### src/rtl/cpu_pkg.sv
// rtl/cpu_pkg.sv - shared bus widths and RAM controller state encoding
//
// Purpose : common definitions for the MAR, the RAM and other bus blocks.
// Contents: ADDR_W / DATA_W defaults, ram_state_t FSM enumeration.

package cpu_pkg;

    localparam int ADDR_W = 4;
    localparam int DATA_W = 8;

    typedef enum logic [1:0] {
        ST_CLEAR = 2'd0,
        ST_RUN   = 2'd1,
        ST_PROG  = 2'd2
    } ram_state_t;

endpackage

### src/rtl/ram_core.sv
// rtl/ram_core.sv - single-port synchronous array with registered read data
//
// Purpose : DATA_W x 2^ADDR_W storage, one shared address for write and read.
// Ports   : clk, rst (sync, active-high, clears only the read register),
//           addr, we/wdata (write at the edge), re (load rdata at the edge),
//           rdata (registered read data, holds when re=0).

module ram_core #(
    parameter int ADDR_W = 4,
    parameter int DATA_W = 8
) (
    input  logic              clk,
    input  logic              rst,
    input  logic [ADDR_W-1:0] addr,
    input  logic              we,
    input  logic [DATA_W-1:0] wdata,
    input  logic              re,
    output logic [DATA_W-1:0] rdata
);

    logic [DATA_W-1:0] mem [2**ADDR_W];

    // Array contents are never reset; zeroing is done by the owner's sweep.
    always_ff @(posedge clk) begin
        if (we) begin
            mem[addr] <= wdata;
        end
    end

    // Read and write share an edge, so a read returns the pre-write word.
    always_ff @(posedge clk) begin
        if (rst) begin
            rdata <= '0;
        end else if (re) begin
            rdata <= mem[addr];
        end
    end

endmodule

### src/rtl/ram_16x8.sv
// rtl/ram_16x8.sv - bus RAM with power-on clear sweep and program-load mode
//
// Purpose : CPU-visible RAM addressed by the MAR, plus a loader port used to
//           fill memory while the CPU is held off.
// Ports   : clk, rst (sync, active-high)
//           CPU side   : mar_add_4, ram_in, ram_out, bus_in_8 -> ram_bus_8, ram_bus_oe
//           loader side: prog_mode, prog_valid, prog_addr_4, prog_data_8
//                        -> prog_ready, prog_done
//           status     : busy (CLEAR or PROG; CPU control ignored)

module ram_16x8 #(
    parameter int ADDR_W         = cpu_pkg::ADDR_W,
    parameter int DATA_W         = cpu_pkg::DATA_W,
    parameter bit CLEAR_ON_RESET = 1'b1
) (
    input  logic              clk,
    input  logic              rst,
    input  logic [ADDR_W-1:0] mar_add_4,
    input  logic              ram_in,
    input  logic              ram_out,
    input  logic [DATA_W-1:0] bus_in_8,
    output logic [DATA_W-1:0] ram_bus_8,
    output logic              ram_bus_oe,
    input  logic              prog_mode,
    input  logic              prog_valid,
    input  logic [ADDR_W-1:0] prog_addr_4,
    input  logic [DATA_W-1:0] prog_data_8,
    output logic              prog_ready,
    output logic              prog_done,
    output logic              busy
);

    import cpu_pkg::*;

    localparam ram_state_t RESET_STATE = CLEAR_ON_RESET ? ST_CLEAR : ST_RUN;

    ram_state_t        state;
    logic [ADDR_W-1:0] sweep;

    logic [ADDR_W-1:0] core_addr;
    logic              core_we;
    logic [DATA_W-1:0] core_wdata;
    logic              core_re;

    always_ff @(posedge clk) begin
        if (rst) begin
            state      <= RESET_STATE;
            sweep      <= '0;
            ram_bus_oe <= 1'b0;
        end else begin
            case (state)
                ST_CLEAR: begin
                    ram_bus_oe <= 1'b0;
                    // Natural wrap returns the counter to 0 as CLEAR ends.
                    sweep      <= sweep + 1'b1;
                    if (sweep == '1) begin
                        state <= ST_RUN;
                    end
                end
                ST_RUN: begin
                    ram_bus_oe <= ram_out;
                    if (prog_mode) begin
                        state <= ST_PROG;
                    end
                end
                ST_PROG: begin
                    ram_bus_oe <= 1'b0;
                    if (!prog_mode) begin
                        state <= ST_RUN;
                    end
                end
                default: begin
                    state      <= RESET_STATE;
                    ram_bus_oe <= 1'b0;
                end
            endcase
        end
    end

    // The loader only takes words while it is staying in PROG; the exit
    // cycle (prog_mode already low) reports done instead of ready.
    assign prog_ready = (state == ST_PROG) && prog_mode;
    assign prog_done  = (state == ST_PROG) && !prog_mode;
    assign busy       = (state != ST_RUN);

    always_comb begin
        core_addr  = mar_add_4;
        core_wdata = bus_in_8;
        core_we    = 1'b0;
        core_re    = 1'b0;
        case (state)
            ST_CLEAR: begin
                core_addr  = sweep;
                core_wdata = '0;
                core_we    = 1'b1;
            end
            ST_RUN: begin
                core_we = ram_in;
                core_re = ram_out;
            end
            ST_PROG: begin
                core_addr  = prog_addr_4;
                core_wdata = prog_data_8;
                core_we    = prog_valid && prog_ready;
            end
            default: begin
                core_we = 1'b0;
            end
        endcase
        // Reset wins over every write source.
        if (rst) begin
            core_we = 1'b0;
            core_re = 1'b0;
        end
    end

    ram_core #(
        .ADDR_W (ADDR_W),
        .DATA_W (DATA_W)
    ) u_core (
        .clk   (clk),
        .rst   (rst),
        .addr  (core_addr),
        .we    (core_we),
        .wdata (core_wdata),
        .re    (core_re),
        .rdata (ram_bus_8)
    );

endmodule

### config.mk
export PLATFORM = sky130hd
export DESIGN_NAME = ram_16x8
export DESIGN_NICKNAME = d
export VERILOG_FILES = /design/src/rtl/cpu_pkg.sv /design/src/rtl/ram_core.sv /design/src/rtl/ram_16x8.sv
export SDC_FILE = /design/constraint.sdc
export NUM_CORES = 1
export LEC_CHECK = 0
export ABC_AREA = 1
export BUFFER_PORTS_ARGS = -buffer_cell sky130_fd_sc_hd__buf_4
export CELL_PAD_IN_SITES_DETAIL_PLACEMENT = 2
export CELL_PAD_IN_SITES_GLOBAL_PLACEMENT = 2
export CORE_MARGIN = 3
export CORE_UTILIZATION = 35
export CTS_CLUSTER_SIZE = 12
export DETAILED_ROUTE_END_ITERATION = 12
export HOLD_SLACK_MARGIN = 0.1
export PLACE_DENSITY_LB_ADDON = 0.1
export SYNTH_ARGS = -nofsm -noshare
export SYNTH_HDL_FRONTEND = slang
export SYNTH_SLANG_ARGS = --single-unit
### constraint.sdc
create_clock -name clk -period 3.39 [get_ports clk]
set_clock_uncertainty 0.1 [all_clocks]
set_input_delay 0.5085 -clock clk [delete_from_list [all_inputs] [get_ports clk]]
set_output_delay 0.5085 -clock clk [all_outputs]
set_load 0.05 [all_outputs]
==> results of run 1 <==
[critical path, cell delays in order, from the launching register on]
cell	delay, ns
dfxtp_1	0.41
nand2_1	0.19
clkinv_1	0.22
nand2_1	0.07
inv_1	0.07
nand2_1	0.05
a21oi_1	0.30
nand3_1	0.40
nor2_1	0.67
[where the power goes]
| group | internal, uW | leakage, uW | total (uW) | switching (uW) |
|---|---|---|---|---|
| Combinational | 86.7 | 0.00146 | 288 | 202 |
| Sequential | 1920 | 0.00138 | 1920 | 8.25 |
| Clock | 994 | 0.000257 | 1710 | 714 |
| Total | 3000 | 0.00310 | 3920 | 924 |
[logic make-up (layout without fill, tap and decap cells)]
kind of cell    after synthesis  count (layout)  share of synthesized area [%]
compound gates               29              29                           2.92
flops                       143             143                           66.2
fa+ha+maj                     1               1                          0.200
simple gates                406             406                           27.0
buf+inv                      50             113                           3.70
[cells in the final DEF, fill, tap and decap left out, drive strengths merged, types with 5 or more instances in the layout]
cell and instances:
nand2 295, edfxtp 128, buf 64, nand4 49, nor2 43, clkbuf 19
inv 17, a21oi 15, dfxtp 15, nand3 14, clkinv 10, a22o 8
o21ai 5
[flip-flops by register name (all words and copies together), names as in the netlist]
signal	flops
u_core.mem	128
u_core.rdata	8
ram_bus_oe	1
state	2
sweep	4
[stage by stage]
stage          hold WS (ns)  utilization [%]  worst slack [ns]
3_3_place_gp          0.374             39.4             0.711
5_1_grt               0.186             42.4             0.213
6_report              0.194             42.4             0.527
2_1_floorplan         0.333                -             0.962
4_1_cts               0.174             42.4             0.440
3_5_place_dp          0.386             39.4             0.455
[final timing paths]
check        slack [ns]  startpoint          endpoint
max                0.53    state[1]  u_core.mem[4][5]
min                0.19         rst          state[0]
max reg2reg        0.53    state[1]  u_core.mem[4][5]
min reg2reg        0.39    sweep[3]          state[0]
[routing by layer]
layer / vias up / wire [um] / track usage, % / share of wire [%]
li1: 2244 / - / - / -
met2: 80 / 10200 / 36.7 / 51
met5: - / 0 / 0 / 0
met3: 39 / 680 / 4.12 / 3.4
met1: 2351 / 8810 / 26.9 / 44
met4: 0 / 503 / 8.11 / 2.5
[layout make-up]
| class | instances | area share (%) |
|---|---|---|
| clock buffer | 19 | 5.86 |
| clock inverter | 13 | 1.32 |
| inverter | 17 | 0.864 |
| multi-input combinational | 436 | 25.6 |
| sequential | 143 | 56.1 |
| tap | 225 | 3.81 |
| timing repair buffer | 64 | 6.50 |
==> run metrics, run 1 <==
Post-CTS Setup Inserts=0; Post-DP HPWL=13.0 mm; Core Area=about 17000 um^2; Fin Setup TNS=0 ns; Leakage=~0.0031 uW; slew of the pin with the lowest slew margin=about 0.95 ns; GRT overflow=0; Clk pin slew, worst setup/hold paths=0.06 ns; Initial Util=around 36%; RSZ-0062 raised after global routing=false; Multi-input gate area=about 1900 um^2; layout cells sized above 1=roughly 14%; # hold bufs at CTS=0; fin crit period=2.86 ns; vias in the first global route=between 5000 and 6000; Placed Area=approximately 6900 um^2; root buf cell=clkbuf_16; Yosys warnings=0; status=complete, no violations; via count=approximately 4700; residual DRC count=0; IR drop worst, VDD=approximately 0.36 mV; Final setup viols=0; die footprint=just under 20000 um^2; routability cong.=about 0.77; initial antenna violation count=0; Non-Filler Instances=917; GRT Util Overall=a little over a fifth; Hold Crit Depth=2; Syn-to-layout area delta=18.0%; Max Clock Freq=between 0.3 and 0.4 GHz; total iterations of the first detailed-routing run=4; count leader, synth=nand2_1; Final Cell Area=around 7400 um^2; Slew headroom=36.4%; Worst Path Required=about 3.3 ns; ys async rst share=0%; max-slew violations=0; std cell rows=48; post_cts resized=0; ranking of synthesized cells by area=edfxtp_1 (61%), nand2_1 (18%), nand4_1 (4.9%); clock buffer depth=2; max_cap viols=0; IO Pins=42; register area share after synthesis=66.2%; Final ANT Viol Nets=0; height of the die=~140 um; syn_area_per_cell=roughly 10 um^2; drt initial violations=roughly 300; CTS tree=built; fin crit share=between 80% and 90%; Vias/cell=about 5; wire length per cell=between 20 and 25 um; clock sink total=143; Mapped Area=approximately 6300 um^2; Hold Path Class=input port to register; post-synth top area cell=edfxtp_1; htree depth=4; ant diodes=0; Post-Syn Instances=around 630; Worst-Skew Late Latency=0.42 ns; # port buffers=41; Post-layout nets=710; Fin. Hold Viols=0; Worst Path Max Fanout=9; Die W=approximately 140 um; Post-synth EDFFs=128; top post-synthesis cells by count=nand2_1 (295), edfxtp_1 (128), nand4_1 (49), nor2_1 (42), buf_2 (17); Worst setup EP type=register; top-area cell type share of the netlist area=61.4%; ys flop type=edfxtp_1; largest net degree at the start of global routing=49; count of cell types in the netlist=27; Critical Path AT=around 2.8 ns; number of synthesized register bits=143; CP Class=register to register; total CTS buffers=17; Placed Cells=885; Reg2Reg Depth=8; global-route wire length before repair=about 31 mm; Reg area=4140 um^2; Tot Pwr=roughly 3900 uW; Post-Route WL=about 20 mm; CP startpoint kind=register; PwrDens=between 500 and 600 nW/um^2; Mapped Nets=660; Filler cells=between 1500 and 2000
(Power assumes the default switching activity.)
==> run 2: changes to the inputs <==
==> constraint.sdc (replaced) <==
create_clock -name clk -period 2.5 [get_ports clk]
set_clock_uncertainty 0.1 [all_clocks]
set_input_delay 0.375 -clock clk [delete_from_list [all_inputs] [get_ports clk]]
set_output_delay 0.375 -clock clk [all_outputs]
set_load 0.05 [all_outputs]
==> run 2 against run 1 <==
Against the previous run: routed wire length up 1.2%; combinational power up 42%; register-to-register slack worse by 0.36 ns; via count up 2.8%; hold slack worse by 0.036 ns; critical path type unchanged.
==> run metrics, run 2 (synthesis gave the netlist of run 1 again) <==
height of the die=about 140 um; max FFs per register=128; drt initial violations=262; Initial Util=a little over a third; Clock Power Share=45.6%; CTS tree=built; GRT overflow=0; Vias/cell=roughly 5.2; Worst Path Required=2.53 ns; Comb power frac=7.4%; Post-CTS Setup Inserts=0; Placed Area=7010 um^2; Hold Path Class=input port to register; Worst Path Max Fanout=28; IO Pins=between 40 and 50; slew of the pin with the lowest slew margin=between 0.5 and 0.6 ns; IR drop worst, VDD=about 0.47 mV; clock buffer depth=2; Leakage=0.00322 uW; Seq pwr share=between 40% and 50%; Slew headroom=60.7%; std cell rows=48; Syn-to-layout area delta=21.5%; Tot Pwr=5550 uW; fin crit share=just over 90%; Worst-Skew Late Latency=between 0.4 and 0.5 ns; largest registers=u_core.mem x128, u_core.rdata x8, sweep x4; commonest non-fill, non-tap cell in the layout=nand2_1; ant diodes=0; vias in the first global route=between 5000 and 6000; Final Cell Area=between 7000 and 8000 um^2; initial antenna violation count=0; Post-Route WL=~20 mm; largest net degree at the start of global routing=50; Final setup viols=0; Worst setup EP type=register; NetSw=about 1300 uW; total iterations of the first detailed-routing run=4; Fin Setup TNS=0 ns; Worst Setup SP=state[1]; max-slew violations=0; Filler cells=~1900; fin crit period=approximately 2.3 ns; CP Class=register to register; RSZ-0062 raised after global routing=false; CP startpoint kind=register; htree depth=4; launching point of the worst reg2reg path=state[1]; PwrDens=roughly 730 nW/um^2; Sw Share=about a quarter; Post-DP HPWL=~14 mm; status=complete, no violations; Fin. Hold Viols=0; min-delay src=prog_mode; GRT Util Overall=between 20% and 30%; Clk pin slew, worst setup/hold paths=~0.06 ns; Critical Path AT=between 2 and 2.5 ns; residual DRC count=0; die footprint=roughly 20000 um^2; commonest non-fill, non-tap cells in the layout=nand2_1 (295), edfxtp_1 (128), buf_4 (81), nand4_1 (49), nor2_1 (42); # port buffers=slightly above 40; max_cap viols=0; global-route wire length before repair=around 32 mm; Reg2Reg Depth=7; wire length per cell=21.9 um; clock sink total=143; total CTS buffers=17; internal power=4210 uW; via count=slightly below 5000; root buf cell=clkbuf_16; Hold Crit Depth=3; routability cong.=just over 0.8; Final ANT Viol Nets=0; Max Clock Freq=roughly 0.43 GHz; Core Area=between 15000 and 20000 um^2; final core utilization=a little over two fifths; Die W=between 100 and 150 um; Post-layout nets=729; largest reg by FF count=u_core.mem; layout cells sized above 1=between 10% and 20%
run 2: final cells by class:
type | instances | area (um^2) | area share (%)
clock buffer | 18 | 429 | 5.64
clock inverter | 14 | 154 | 2.02
inverter | 17 | 63.8 | 0.838
multi-input combinational | 436 | 1900 | 25.0
sequential | 143 | 4140 | 54.4
tap | 225 | 282 | 3.70
timing repair buffer | 83 | 638 | 8.38
run 2: per-stage QoR:
step                      cells  setup slack (ns)  hold slack, ns
after global routing        936            0.0203           0.151
final                       936             0.169           0.158
after floorplan             629            0.0724           0.333
after CTS                   936           0.00908           0.134
after global placement      903             0.124           0.388
after detailed placement    903            0.0367           0.392
run 2: power by group through the flow:
| stage | combinational, uW | sequential [uW] | clock [uW] |
|---|---|---|---|
| final | 409 | 2610 | 2530 |
| after global routing | 456 | 2610 | 2700 |
| after CTS | 413 | 2610 | 2580 |
| after detailed placement | 407 | 2660 | 0 |
| after global placement | 393 | 2660 | 0 |
| after floorplan | 237 | 2660 | 0 |
run 2: repair_timing:
item,4_1_cts,5_1_grt
hold buffers,1,0
hold endpoints to repair,3,0
setup endpoints to repair,0,64
gates resized for setup,0,3
run 2: worst max-delay path: stages (launching register included):
cell     delay (ns)
dfxtp_1        0.36
nor2_2         0.28
nand2_1        0.19
nand3_2        0.14
buf_4          0.31
nand3_2        0.24
nor2_1         0.21
buf_4          0.20
run 2: layer usage:
metal | track usage, % | vias up | wire length [um]
met1 | 26.7 | 2456 | 8880
met3 | 4.60 | 17 | 716
li1 | - | 2281 | -
met2 | 38.1 | 92 | 10600
met4 | 6.43 | 0 | 325
met5 | 0 | - | 0
run 2: final timing paths:
path                 endpoint  slack, ns
min reg2reg          sweep[1]       0.40
max          u_core.mem[0][1]       0.17
max reg2reg  u_core.mem[0][1]       0.17
min                  state[1]       0.16
==> run 3: changes to the inputs <==
--- a/config.mk
+++ b/config.mk
@@ -11,6 +11,7 @@
 export CELL_PAD_IN_SITES_GLOBAL_PLACEMENT = 2
 export CORE_MARGIN = 3
 export CORE_UTILIZATION = 35
+export CTS_BUF_LIST = sky130_fd_sc_hd__clkbuf_8
 export CTS_CLUSTER_SIZE = 12
 export DETAILED_ROUTE_END_ITERATION = 12
 export HOLD_SLACK_MARGIN = 0.1
==> run 3 against run 2 <==
Against the previous run: design area shrank 2.3%; power shrank 12%; sequential share of layout area grew 1.3 points; non-clock buffer count grew 1; largest power group unchanged; final cell count up 0.11%.
==> run metrics, run 3 (synthesis gave the netlist of run 1 again) <==
status=complete, no violations; Hold Path Class=input port to register; residual DRC count=0; fin crit share=slightly above 90%; GRT overflow=0; std cell rows=48; WL met1=8.86 mm; clock sink total=143; Critical Path AT=approximately 2.6 ns; routability cong.=between 0.8 and 0.9; Fin. Hold Viols=0; GRT Util Overall=a little over a fifth; global-route wire length before repair=roughly 31 mm; CP max-delay cell=dfxtp_1; fin crit period=between 2 and 2.5 ns; Worst path max stage delay=0.37 ns; max FFs per register=around 130; met2 routed WL=roughly 10 mm; htree depth=4; Slew headroom=between 50% and 60%; Leakage=0.00314 uW; Worst setup EP type=register; slew of the pin with the lowest slew margin=between 0.6 and 0.7 ns; commonest non-fill, non-tap cell in the layout=nand2_1; final core utilization=42.7%; Vias/cell=5.15; clock buffer depth=2; height of the die=roughly 140 um; CP top delay family=simple AND/OR/NAND/NOR gates; total CTS buffers=17; CP Class=register to register; Post-DP HPWL=13.6 mm; max-slew violations=0; total iterations of the first detailed-routing run=4; Placed Cells=between 900 and 1000; RSZ-0062 raised after global routing=false; Buf+Inv Stages, Crit Path=1; Tot Pwr=approximately 5000 uW; Initial Util=a little over a third; layout cells sized above 1=between 15 and 20%; max_cap viols=0; Placed Area=7010 um^2; Die W=140 um; Fin Setup TNS=0 ns; Clk pin slew, worst setup/hold paths=0.09 ns; root buf cell=clkbuf_8; IO Pins=between 40 and 50; met3 routed WL=about 690 um; largest reg by FF count=u_core.mem; wire length per cell=around 22 um; PwrDens=656 nW/um^2; Worst Path Required=between 2 and 3 ns; # port buffers=between 40 and 50; initial antenna violation count=0; CP dominant cell by count=nand2_1; CP Cell Sequence=nor2_2 > nand2_1 > nand3_2 > buf_4 > nand2_1 > nand2_1 > nand2_1 > nand2_1 > nand2_1 > nand3_1 > nor2_1 > nor2_1; Final setup viols=0; IR drop worst, VDD=roughly 0.34 mV; CP startpoint kind=register; highest routed layer=met4; Final Cell Area=~7400 um^2; CTS tree=built; Syn-to-layout area delta=18.7%; Worst Path Max Fanout=38; largest net degree at the start of global routing=50; ant diodes=0; commonest non-fill, non-tap cells in the layout=nand2_1 (295), edfxtp_1 (128), buf_4 (80), nand4_1 (49), nor2_1 (42); Non-Filler Instances=roughly 940; largest registers=u_core.mem x128, u_core.rdata x8, sweep x4; drt initial violations=268; vias in the first global route=5329; Max Clock Freq=roughly 0.43 GHz; via count=approximately 4800; Worst-Skew Late Latency=0.47 ns; Post-layout nets=730; Core Area=roughly 17000 um^2; Post-CTS Setup Inserts=0; Post-Route WL=around 20 mm; Final ANT Viol Nets=0; die footprint=19500 um^2
==> run 3: changes by cell type in the layout (fill, tap and decap cells not counted), sizes merged <==
cell         before  now
inv              21   22
dlygate4sd3       1    2
clkbuf           18   17
==> run 3: area by class of cell <==
type,instances,area (um^2)
Fill cell,1910,9980
Sequential cell,143,4140
Multi-Input combinational cell,436,1900
Timing Repair Buffer,84,652
Tap cell,225,282
Clock buffer,17,234
Clock inverter,15,158
Inverter,17,63.8
==> run 3: worst reg2reg max path, cell delays in order, from the launching register on <==
cell and delay (ns):
dfxtp_1 0.37, nor2_2 0.27, nand2_1 0.18, nand3_2 0.15, buf_4 0.38, nand2_1 0.14
nand2_1 0.10, nand2_1 0.06, nand2_1 0.10, nand2_1 0.07, nand3_1 0.15, nor2_1 0.07
nor2_1 0.12
==> run 3: where the power goes <==
part | internal [uW] | switching, uW | total (uW)
registers | 2590 | 12.1 | 2610
clock network | 896 | 965 | 1860
logic | 133 | 278 | 411
total | 3620 | 1250 | 4880
==> run 3: through the flow <==
stage                     hold slack, ns  worst slack, ns
after global routing               0.252          0.00196
after CTS                          0.223           0.0197
final                              0.259            0.199
after global placement             0.388            0.124
after floorplan                    0.333           0.0724
after detailed placement           0.392           0.0367
==> run 3: per-layer routing <==
layer,track usage (%),vias to the layer above
met1,26.8,2439
met5,0,-
met2,37.4,94
met4,7.29,0
met3,4.23,16
li1,-,2278
==> run 3: timing repair <==
item	4_1_cts	5_1_grt
endpoints found under the setup margin	8	53
hold buffers	2	0
resized for setup	1	3
hold endpoints to repair	4	0
==> run 3: path summary, 6_finish.rpt <==
| path | cells after the start | from | end | slack (ns) |
|---|---|---|---|---|
| setup / recovery | 12 | state[1] | u_core.rdata[3] | 0.20 |
| hold reg to reg | 2 | sweep[1] | sweep[1] | 0.40 |
| setup reg to reg | 12 | state[1] | u_core.rdata[3] | 0.20 |
| hold / removal | 4 | ram_out | ram_bus_oe | 0.26 |
